$ cat config.mk
export PLATFORM = sky130hd
export DESIGN_NAME = sat_cnt
export DESIGN_NICKNAME = d
export VERILOG_FILES = /design/src/rtl/sat_cnt.sv
export SDC_FILE = /design/constraint.sdc
export NUM_CORES = 1
export LEC_CHECK = 0
export CAP_MARGIN = 20
export CORE_ASPECT_RATIO = 1.5
export CORE_UTILIZATION = 44
export DETAILED_ROUTE_END_ITERATION = 6
export GPL_ROUTABILITY_DRIVEN = 0
export GPL_TIMING_DRIVEN = 1
export PLACE_DENSITY = 0.73
export SYNTH_ARGS = -nofsm -noshare
export SYNTH_HDL_FRONTEND = slang
export SYNTH_SLANG_ARGS = --single-unit
$ cat constraint.sdc
create_clock -name clk -period 1.7 [get_ports clk]
set_input_delay 0.17 -clock clk [delete_from_list [all_inputs] [get_ports clk]]
set_output_delay 0.17 -clock clk [all_outputs]
set_load 0.01 [all_outputs]
$ cat src/rtl/sat_cnt.sv
// Saturating up-counter with synchronous clear (clear has priority over increment).
module sat_cnt #(
  parameter int unsigned WIDTH = 16
) (
  input  logic             clk,
  input  logic             nRst,
  input  logic             i_clr,
  input  logic             i_inc,
  output logic [WIDTH-1:0] o_cnt
);

  logic [WIDTH-1:0] r_cnt;

  always_ff @(posedge clk or negedge nRst) begin
    if (!nRst) begin
      r_cnt <= '0;
    end else if (i_clr) begin
      r_cnt <= '0;
    end else if (i_inc && (r_cnt != {WIDTH{1'b1}})) begin
      r_cnt <= r_cnt + 1'b1;
    end
  end

  assign o_cnt = r_cnt;

endmodule

### After elaboration in Yosys (flattened, before gate mapping)

Cells that the tools add are included.

| storage, ports and cells | value |
|---|---|
| RAM bits | 0 |
| memories kept | 0 |
| bits in read-only memories | 0 |
| input bits | 4 |
| output and inout bits | 16 |
| register bits | 16 |
| bits in latches | 0 |
| logic and storage cells | 7 |

| cells by class | value |
|---|---|
| div/mod/pow operators | 0 |
| muxes and demuxes | 2 |
| eq/ne operators | 1 |
| order comparisons | 0 |
| bitwise logic cells | 0 |
| $mul | 0 |
| reduce and logical (&&, ||, !) cells | 2 |
| shift-type cells | 0 |
| add/sub/neg operators | 1 |

Operators with widths:

| operator | count |
|---|---|
| $mux 16 | 2 |
| $add 16x1->16 const B | 1 |
| $ne 16x16->1 const B | 1 |
| $reduce_bool 2->1 | 1 |
| $logic_and 1x1->1 | 1 |

### Logic depth before layout (Yosys ltp)

Gate-level depths: netlist (run 1).

| depth | value |
|---|---|
| depth after elaboration | 4 |
| depth in mapped cells | 6 |
| mapped depth without buffers | 5 |

### Worst setup path before layout (run 1)

Ideal clock, no wire load.

| timing path | value |
|---|---|
| path kind | flip-flop to flip-flop |
| start point | reg r_cnt[0] (netlist: o_cnt[0]) |
| end point | reg r_cnt[15] (netlist: o_cnt[15]) |
| slack | -0.098 ns |
| period minus slack after synthesis | 1.798 ns |
| required time | 1.572 ns |
| stages on the path, launching flop included | 6 |
| path buffers | 0 |
| data arrival time | 1.670 ns |
| library setup time | 0.128 ns |
| path through | dfrtp_1 ha_1 nand4_2 nor4_4 nor4_1 mux2_1 |

| on the way | value |
|---|---|
| cells in the longest elaborated chain, start to end | 3 |
| elaborated cells between the ends (all ways) | 6 |
| those cells by class | add/sub: 1; eq/ne: 1; mux: 2; reduce/logical: 2 |

RTL lines:

| item | line | text |
|---|---|---|
| start, declared | 12 | `logic [WIDTH-1:0] r_cnt;` |
| start signal, assigned | 20 | `r_cnt <= r_cnt + 1'b1;` |
| $add 16x1->16 or $ne 16x16->1 (tied branches) | 20, 19 |  |
| $mux 16 or $logic_and 1x1->1 (tied branches) | 19 | `end else if (i_inc && (r_cnt != {WIDTH{1'b1}})) begin` |
| $mux 16 or $reduce_bool 2->1 (tied branches) | -- |  |

Several ways; a longest one is shown, not always the timed one. The select of a mux whose other input is x is not followed.
A chain may end at the register's enable or synchronous reset.

### Final worst setup path (run 1)

| timing path | value |
|---|---|
| start point | reg r_cnt[1] (netlist: o_cnt[1]) |
| end point | reg r_cnt[9] (netlist: o_cnt[9]) |

The elaborated chain is that of the path after synthesis.

==> out/qor.csv, run 1 <==
stage;metric;value;unit
critical_path;Worst path depth;5;
timing;Period minus WS final;1.68;ns
routing;Vias;1074;
routing;DRC;0;
timing;worst-margin pin slew;0.521;ns
clock_tree;Worst-Skew Late Latency;0.29;ns
critical_path;CP startpoint kind;flip-flop;
pwr;Reg power frac;0.570;
placed_design;I/O Buffers;19;
timing;# setup viols final;0;
routing;DR vias/cell;6.03;
timing;RSZ-0062 raised after global routing;yes;
floorplanning;die width;39.8;µm
critical_path;crit path cell chain;and4_4, nand4_1, buf_4, nor4_4, mux2_1;
pwr;Net Sw Frac;0.255;
floorplanning;core area;0.00203;mm²
pwr;Int Pwr;508;µW
placed_design;Setup WS pre-CTS;-0.148;ns
critical_path;slowest stage cell on the critical path;dfrtp_1;
global_route;vias in the first global route;1016;
critical_path;Setup crit end kind;flip-flop;
clock_tree;cts hold-fix bufs;0;
timing;Final Hold Vio Count;0;
clock_tree;root buffer cell;clkbuf_4;
pwr;combinational share of power;0.125;
synth;Mapped Nets;103;
critical_path;crit-path max cell delay;0.42;ns
synth;sequential cell area fraction in the yosys report;0.425;
clock_tree;total CTS buffers;3;
timing;worst setup margin;0.0168;ns
pwr;Sw Pwr;174;µW
cells_and_area;ant diodes;0;
critical_path;WP buf/inv;1;
pwr;clock share of power;0.305;
routing;DRT iter0 DRCs;47;
pwr;VDD IR max;422;µV
synth;post-synth cell types;28;
routing;Detailed Routing Iterations Pass 1;4;
clock_tree;clock transition at the registers of the reported paths;0.09;ns
global_route;Overflow after GRT;0;
cells_and_area;Fillers;132;
critical_path;Data arrival, critical path;1.87;ns
routing;routed len/inst;16.8;µm
clock_tree;Clock Path Buffers;2;
cells_and_area;final std cells w/o fill;178;
critical_path;critical path class;reg -> reg;
routing;routed wire length;2990;µm
timing;Max Freq;594;MHz
placed_design;Detailed Place HPWL;2010;µm
synth;top cells by area, synth;dfrtp_1 (42%), a21oi_1 (5.8%), o31ai_1 (5.6%);
clock_tree;CTS tree;yes;
pwr;Pwr Density;418;mW/mm²
cells_and_area;layout cell share with drive strength beyond 1;0.468;
critical_path;CP delay by family, top;simple AND/OR/NAND/NOR gates;
timing;clk_skew;0.00194;ns
synth;average size of a mapped cell;9.61;µm²
floorplanning;die height;58.7;µm
synth;Mapped Cells;98;
synth;Ys Warns;0;
global_route;first-pass GRT wire length;4420;µm
timing;worst relative slew slack;0.652;
cells_and_area;Final nets;163;
run;max_cap viols;0;
clock_tree;# clock sinks;16;
timing;final worst-path cycle share;0.990;
cells_and_area;max reg flops;16;
global_route;All-Layer GR Usage;0.270;
outcome;run status;finished clean;
critical_path;reg2reg path depth;5;
critical_path;CP required;1.89;ns
clock_tree;CTS H-tree depth;1;
synth;post-synth top area cell;dfrtp_1;
synth;Yosys reg bits;16;
cells_and_area;Area Growth Syn to Fin;73.0;%
floorplanning;FP Rows;20;
timing;Max Slew Vio Count;0;
routing;ANT nets after route;0;
synth;Cell Area, Synth;942;µm²
global_route;largest net degree at the start of global routing;17;
floorplanning;IO Pins;20;
global_route;initial antenna violation count;0;
placed_design;Inst Count DP;165;
synth;share of Yosys cell area claimed by the top area cell type;0.425;
floorplanning;die area;0.00233;mm²
critical_path;worst-path fanout max;3;
pwr;leak pwr;0.663;nW
floorplanning;starting density of the core;0.465;
worst_hold_path;worst min-delay path class;in -> async;
layout make-up:
class                           instances  area (µm²)  share of cell area
Timing Repair Buffer                   60         509               0.312
Clock buffer                            3        22.5              0.0138
Multi-Input combinational cell         74         658               0.404
Inverter                                3        11.3             0.00691
Sequential cell                        16         402               0.246
Tap cell                               22        27.5              0.0169
worst register-to-register path: stages, from the launching register on:
cell,delay (ns)
dfrtp_1,0.42
and4_4,0.25
nand4_1,0.16
buf_4,0.21
nor4_4,0.20
mux2_1,0.34
cells in the final DEF, fill, tap and decap left out, types with 2 or more instances in the layout:
master and count:
nand3_1 3, mux2_1 2, buf_6 3, or3_1 2, and4_4 2, a21oi_2 6, buf_4 38, nor2b_1 4
clkbuf_4 3, nand2_1 6, dfrtp_1 15, a21oi_1 4, mux2_4 2, nand4_1 6, nor4_4 4, inv_1 3
o21ai_1 3, nor2_1 4, clkdlybuf4s50_1 19, or4_4 6, o31ai_1 7
metrics by stage:
stage / setup TNS, ns / power [mW] / utilization / hold slack, ns / cell area [µm²]
2_1_floorplan: 0 / 0.419 / - / -0.126 / 955
3_3_place_gp: -0.363 / 0.466 / 0.680 / 0.515 / 1380
3_5_place_dp: -0.927 / 0.468 / 0.680 / 0.520 / 1380
4_1_cts: -0.0923 / 0.676 / 0.744 / 0.198 / 1510
5_1_grt: -0.179 / 0.703 / 0.804 / 0.217 / 1630
6_report: 0 / 0.682 / 0.804 / 0.187 / 1630
per-layer routing:
| layer | wire length (µm) | vias up | global-route usage |
|---|---|---|---|
| met5 | 0 | - | 0 |
| met4 | 71 | 0 | 0.118 |
| met3 | 85 | 8 | 0.0264 |
| met2 | 1670 | 27 | 0.471 |
| met1 | 1170 | 544 | 0.317 |
| li1 | - | 495 | - |
cells by family after synthesis:
group | count (synthesis) | share of synthesized area
multiplexers | 4 | 0.0478
flip-flops | 16 | 0.425
adder cells (fa/ha/maj) | 1 | 0.0133
AO/OA/AOI/OAI | 24 | 0.162
buffers and inverters | 8 | 0.0398
AND/OR/NAND/NOR | 45 | 0.312
power by group through the flow:
stage / clock network, mW / registers, mW / logic [mW]
floorplan: 0 / 0.397 / 0.0217
CTS: 0.208 / 0.388 / 0.0797
finish: 0.208 / 0.388 / 0.0851
detailed placement: 0 / 0.395 / 0.0730
global placement: 0 / 0.394 / 0.0715
global route: 0.220 / 0.389 / 0.0932
synth_stat cells:
cell type / number
dfrtp_1: 16
a21oi_1: 11
o31ai_1: 7
nand2_1: 6
nand4_1: 6
or4_1: 5
clkbuf_1: 4
mux2_1: 4
nor2_1: 4
nor2b_1: 4
nor4_1: 4
inv_1: 3
nand3_1: 3
o21ai_1: 3
and3_1: 2
and4_2: 2
or3_1: 2
or4_2: 2
a211oi_2: 1
buf_6: 1
ha_1: 1
nand3b_1: 1
nand4_2: 1
nor3_1: 1
nor4_4: 1
o211ai_2: 1
o21ai_0: 1
or3_2: 1
timing repair:
| item | CTS | global route |
|---|---|---|
| endpoints found under the setup margin | 14 | 14 |
| buffers inserted | 4 | 6 |
| resized for setup | 15 | 17 |
| pin swaps | 14 | 12 |
worst paths after layout:
| path | startpoint | endpoint | slack (ns) |
|---|---|---|---|
| max in group asynchronous | nRst | o_cnt[0] | 1.31 |
| min in group clk | i_inc | o_cnt[1] | 0.62 |
| worst max register to register | o_cnt[1] | o_cnt[9] | 0.02 |
| worst min-delay path | nRst | o_cnt[6] | 0.19 |
| worst min register to register | o_cnt[12] | o_cnt[12] | 0.69 |
| worst max-delay path | o_cnt[1] | o_cnt[9] | 0.02 |
(Power assumes the default switching activity.)
==> inputs of run 2 (changes only) <==
--- a/config.mk
+++ b/config.mk
@@ -7,11 +7,13 @@
 export LEC_CHECK = 0
 export CAP_MARGIN = 20
 export CORE_ASPECT_RATIO = 1.5
+export CORE_MARGIN = 2
 export CORE_UTILIZATION = 44
 export DETAILED_ROUTE_END_ITERATION = 6
 export GPL_ROUTABILITY_DRIVEN = 0
 export GPL_TIMING_DRIVEN = 1
 export PLACE_DENSITY = 0.73
+export SKIP_LAST_GASP = 1
 export SYNTH_ARGS = -nofsm -noshare
 export SYNTH_HDL_FRONTEND = slang
 export SYNTH_SLANG_ARGS = --single-unit
==> run 2 against run 1 <==
Net effect:
- the flow now finishes with violations (negative setup slack)
- sequential share of layout area grew 0.94 points
- non-clock buffer count shrank 2
- clock skew grew 0.0075 ns
- clock power grew 23%
- die area grew 8.6%
- hold slack gained 0.0076 ns
- combinational power grew 1%
- flip-flop and latch count is the same
- power grew 6.9%
- routed wire length grew 11%
- critical endpoint is now o_cnt[7]
- largest cell class unchanged
- largest power group unchanged
==> out/qor.csv, run 2 (synthesis gave the netlist of run 1 again) <==
stage;metric;value;unit
pwr;clock share of power;0.350;
critical_path;CP dominant cell by count;buf_4;
timing;hold slack;0.195;ns
placed_design;Detailed Place HPWL;2090;µm
clock_tree;Worst-Skew Late Latency;0.29;ns
critical_path;crit path cell chain;buf_4, and4_4, nand4_1, buf_4, or4_4, a21oi_2;
critical_path;WP buf/inv;2;
floorplanning;die width;41.8;µm
routing;routed wire length;3330;µm
timing;clk_skew;0.00942;ns
critical_path;CP startpoint kind;flip-flop;
cells_and_area;Area Growth Syn to Fin;66.1;%
critical_path;Worst R2R Setup Slack;-0.11;ns
clock_tree;Clock Path Buffers;2;
cells_and_area;max reg flops;16;
critical_path;Setup crit end kind;flip-flop;
clock_tree;CTS tree;yes;
routing;DRC;0;
critical_path;CP delay by family, top;simple AND/OR/NAND/NOR gates;
critical_path;slowest stage cell on the critical path;dfrtp_1;
clock_tree;clock transition at the registers of the reported paths;0.10;ns
timing;RSZ-0062 raised after global routing;yes;
run;max_cap viols;0;
routing;Vias;1108;
routing;routed len/inst;18.8;µm
placed_design;I/O Buffers;19;
timing;worst setup margin;-0.113;ns
critical_path;reg2reg path depth;6;
routing;DR vias/cell;6.26;
critical_path;crit-path max cell delay;0.41;ns
outcome;run status;finished, violations left;
timing;Final Hold Vio Count;0;
floorplanning;starting density of the core;0.465;
floorplanning;core area;0.00203;mm²
worst_hold_path;worst min-delay path class;in -> async;
critical_path;R2R Path Start;o_cnt[0];
global_route;vias in the first global route;1120;
pwr;Pwr Density;465;mW/mm²
global_route;first-pass GRT wire length;5060;µm
critical_path;critical path class;reg -> reg;
pwr;Final Power;729;µW
clock_tree;total CTS buffers;3;
outcome;failing checks;negative setup slack;
pwr;Int Pwr;555;µW
clock_tree;CTS H-tree depth;1;
clock_tree;# clock sinks;16;
global_route;largest net degree at the start of global routing;17;
pwr;combinational share of power;0.118;
timing;setup TNS;-0.575;ns
timing;Period minus WS final;1.81;ns
cells_and_area;multi-input combinational cell area;597;µm²
routing;ANT nets after route;0;
critical_path;Worst R2R End;o_cnt[7];
pwr;Sw Pwr;174;µW
timing;# setup viols final;8;
floorplanning;die area;0.00254;mm²
cells_and_area;Reg area;400;µm²
timing;worst relative slew slack;0.708;
pwr;leak pwr;0.683;nW
cells_and_area;layout cell share with drive strength beyond 1;0.419;
cells_and_area;Fillers;143;
clock_tree;root buffer cell;clkbuf_4;
global_route;initial antenna violation count;0;
cells_and_area;commonest non-fill, non-tap cell in the layout;buf_4;
pwr;VDD IR max;400;µV
critical_path;CP required;1.91;ns
floorplanning;IO Pins;20;
global_route;Overflow after GRT;0;
critical_path;worst-path fanout max;4;
timing;Max Freq;552;MHz
floorplanning;FP Rows;20;
cells_and_area;ant diodes;0;
timing;final worst-path cycle share;1.07;
timing;worst-margin pin slew;0.438;ns
timing;Max Slew Vio Count;0;
cells_and_area;Final nets;161;
pwr;Net Sw Frac;0.239;
floorplanning;die height;60.7;µm
routing;DRT iter0 DRCs;42;
critical_path;Data arrival, critical path;2.03;ns
global_route;All-Layer GR Usage;0.268;
cells_and_area;most frequent cells in the layout;buf_4 (37), clkdlybuf4s50_1 (18), dfrtp_1 (16);
pwr;Reg power frac;0.532;
routing;Detailed Routing Iterations Pass 1;4;
## run 2: final cells by class
class                   instances  share of cell area
repair buffers                 58               0.315
well taps                      22              0.0176
clock buffers                   4              0.0232
flip-flops and latches         16               0.256
multi-input cells              74               0.381
inverters                       3             0.00719
## run 2: worst max-delay path by stage
stage	from	slack, ns	depth (start not counted)	end
5_1_grt	o_cnt[13]	-0.19	6	o_cnt[11]
3_5_place_dp	o_cnt[15]	-0.13	4	o_cnt[15]
6_report	o_cnt[0]	-0.11	6	o_cnt[7]
3_3_place_gp	i_inc	-0.14	5	o_cnt[10]
2_1_floorplan	o_cnt[13]	0.02	4	o_cnt[15]
4_1_cts	o_cnt[0]	-0.09	7	o_cnt[11]
## run 2: power groups by stage
stage	Sequential, mW	Clock, mW	Combinational (mW)
global route	0.388	0.272	0.0937
CTS	0.387	0.262	0.0802
finish	0.387	0.255	0.0863
floorplan	0.397	0	0.0217
detailed placement	0.394	0	0.0707
global placement	0.394	0	0.0681
## run 2: timing repair
item	CTS	global route
pin swaps	12	8
endpoints found under the setup margin	14	17
buffers inserted	9	2
gates resized for setup	11	10
hold buffers	0	0
## run 2: metal layers
metal | up-vias | track usage | part of all wire
met5 | - | 0 | 0
met2 | 54 | 0.507 | 0.53
met4 | 0 | 0.198 | 0.070
met1 | 532 | 0.271 | 0.36
li1 | 497 | - | -
met3 | 25 | 0.0327 | 0.040
## run 2: per-stage QoR
step,worst slack [ns],util,instance area [µm²],cells
final,-0.113,0.772,1570,177
after global routing,-0.186,0.772,1570,177
after CTS,-0.0946,0.744,1510,175
after detailed placement,-0.133,0.669,1360,162
after global placement,-0.138,0.669,1360,162
after floorplan,0.0179,-,955,98
==> inputs of run 3 (changes only) <==
--- a/config.mk
+++ b/config.mk
@@ -9,6 +9,7 @@
 export CORE_ASPECT_RATIO = 1.5
 export CORE_MARGIN = 2
 export CORE_UTILIZATION = 44
+export CTS_BUF_LIST = sky130_fd_sc_hd__clkbuf_4 sky130_fd_sc_hd__clkbuf_8 sky130_fd_sc_hd__clkbuf_16
 export DETAILED_ROUTE_END_ITERATION = 6
 export GPL_ROUTABILITY_DRIVEN = 0
 export GPL_TIMING_DRIVEN = 1
==> results of run 3 <==
No change in the layout: final DEF, timing and power equal those of run 2.
==> variant (config.mk and constraints of run 3) <==
Put one more register stage on the output `o_cnt`, with the module's reset. The value now appears one clock later.
--- a/src/rtl/sat_cnt.sv
+++ b/src/rtl/sat_cnt.sv
@@ -23,3 +23,9 @@
 
-  assign o_cnt = r_cnt;
+  always_ff @(posedge clk or negedge nRst) begin
+    if (!nRst) begin
+      o_cnt <= '0;
+    end else begin
+      o_cnt <= r_cnt;
+    end
+  end
 
Behaviour: not the same (Yosys sat finds a counterexample within 4 cycles, from zero or initial values and one cycle with nRst low).
==> variant against run 3 <==
Fmax rose by 12%; design area grew 19%; via count down 4.0%; die area up 43%; synthesized area grew 47%; hold slack improved by 83 ps; wire length shrank 20%; global-route usage down 9.4 points; sequential cell count grew 16; clock skew decreased by 6.2 ps; total power up 120%; setup slack improved by 190 ps; critical path type unchanged; largest power group unchanged; highest routed layer unchanged.
==> variant: results (changes against run 3) <==
drt:
  wl_met3_microns: 121  # was 135 microns
  viasPerCell: 5.46  # was 6.26
  num_vias: 1064  # was 1108
  drtIter0Drc: 13  # was 42
  post_drt_wl_per_cell_microns: 13.7  # was 18.8 microns
  first_pass_iters: 4  # unchanged
  wl_met2_microns: 1440  # was 1780 microns
  wl_met1_microns: 1040  # was 1190 microns
timing:
  finClkSkew_ps: 3.19  # was 9.42 ps
  hold_ws_ps: 278  # was 195 ps
  period_share: 0.955  # was 1.07
  worstMarginPinSlew_ps: 443  # was 438 ps
clock_network:
  cts.repair.resized: 0  # was 11
  htree_levels: 2  # was 1
  clockRootBuffer: "clkbuf_8"  # was clkbuf_4
  numCtsBuffers: 5  # was 3
  clock_path_buffers: 2  # unchanged
  path_clk_slew_ps: 60  # was 100 ps
  cts_setup_buffers: 0  # was 9
logic_synthesis:
  synth_common_cells: "32 x dfrtp_1, 7 x a21oi_1, 6 x nand2_1, 6 x nor2_1, 6 x nor3_1"  # was 16 x dfrtp_1, 11 x a21oi_1, 7 x o31ai_1, 6 x nand2_1, 6 x nand4_1
  synth_warnings: 0  # unchanged
  ys_async_sr_fraction: 1.00  # unchanged
  synth-seq-area-share: 0.578  # was 0.425
  ys_top_cells_by_area: "dfrtp_1 58%, nand4_4 3.1%, a211oi_1 2.7%, o31ai_1 2.7%, or4_1 2.7%"  # was dfrtp_1 42%, a21oi_1 5.8%, o31ai_1 5.6%, mux2_1 4.8%, nand4_1 4.0%
  synth_cells: 115  # was 98
  yosysUniqueCellTypes: 38  # was 28
global_route:
  use_met2: 0.293  # was 0.507
  grt_use_total: 0.174  # was 0.268
  grt_pass1_vias: 1002  # was 1120
  grt_pass1_wl_microns: 4600  # was 5060 microns
  grt_use_met1: 0.186  # was 0.271
  gr-usage-met3: 0.0635  # was 0.0327
  grt_max_degree: 33  # was 17
placed_design:
  dp.final_hpwl_microns: 2020  # was 2090 microns
  place_area_sq_um: 1740  # was 1360 sq um
  io_buffers: 19  # unchanged
  dp.cells: 186  # was 162
  place_ws_ps: -31.8  # was -133 ps
critical_path:
  r2r_cells: 5  # was 6
  crit_path_start: "r_cnt[13]"  # was o_cnt[0]
  r2r_slack_ps: 80  # was -110 ps
  endpoint: "r_cnt[9]"  # was o_cnt[7]
  worstPathMaxFanout: 7  # was 4
  arrival_ps: 1830  # was 2030 ps
final_layout:
  layout.nets: 159  # was 161
  final_layout_size_suffix_gt1_frac: 0.245  # was 0.419
status:
  outcome: "finished clean"  # was finished with violations
power:
  ir_worst_vdd_mv: 0.641  # was 0.400 mV
  static-leakage-power_uw: 0.000820  # was 0.000683 uW
==> variant: kinds of logic (layout without fill, tap and decap cells) <==
logic type	count (synthesis)	count (layout)	share of synthesized area
simple gates	45	45	0.229
flops	32	32	0.578
mux	5	5	0.0397
compound gates	25	25	0.125
buf+inv	7	47	0.0199
fa+ha+maj	1	1	0.00902
==> variant: critical path, cell delays in order (launching register included) <==
cell and delay [ps]:
dfrtp_1 430, nand3_1 260, nor4_4 80, buf_4 160, or4_1 470, a21oi_1 150
==> variant: area by class of cell <==
type | count | area, sq um
multi-input combinational | 76 | 572
inverter | 4 | 15.0
sequential | 32 | 802
clock inverter | 2 | 35.0
tap | 40 | 50.0
fill | 279 | 1200
clock buffer | 6 | 76.3
timing repair buffer | 35 | 310
==> variant: power breakdown <==
group	switching [uW]	internal, uW	leakage, uW	total [uW]
clock	261	450	0.0000586	711
combinational	41.0	36.9	0.000319	77.8
sequential	7.70	771	0.000443	779
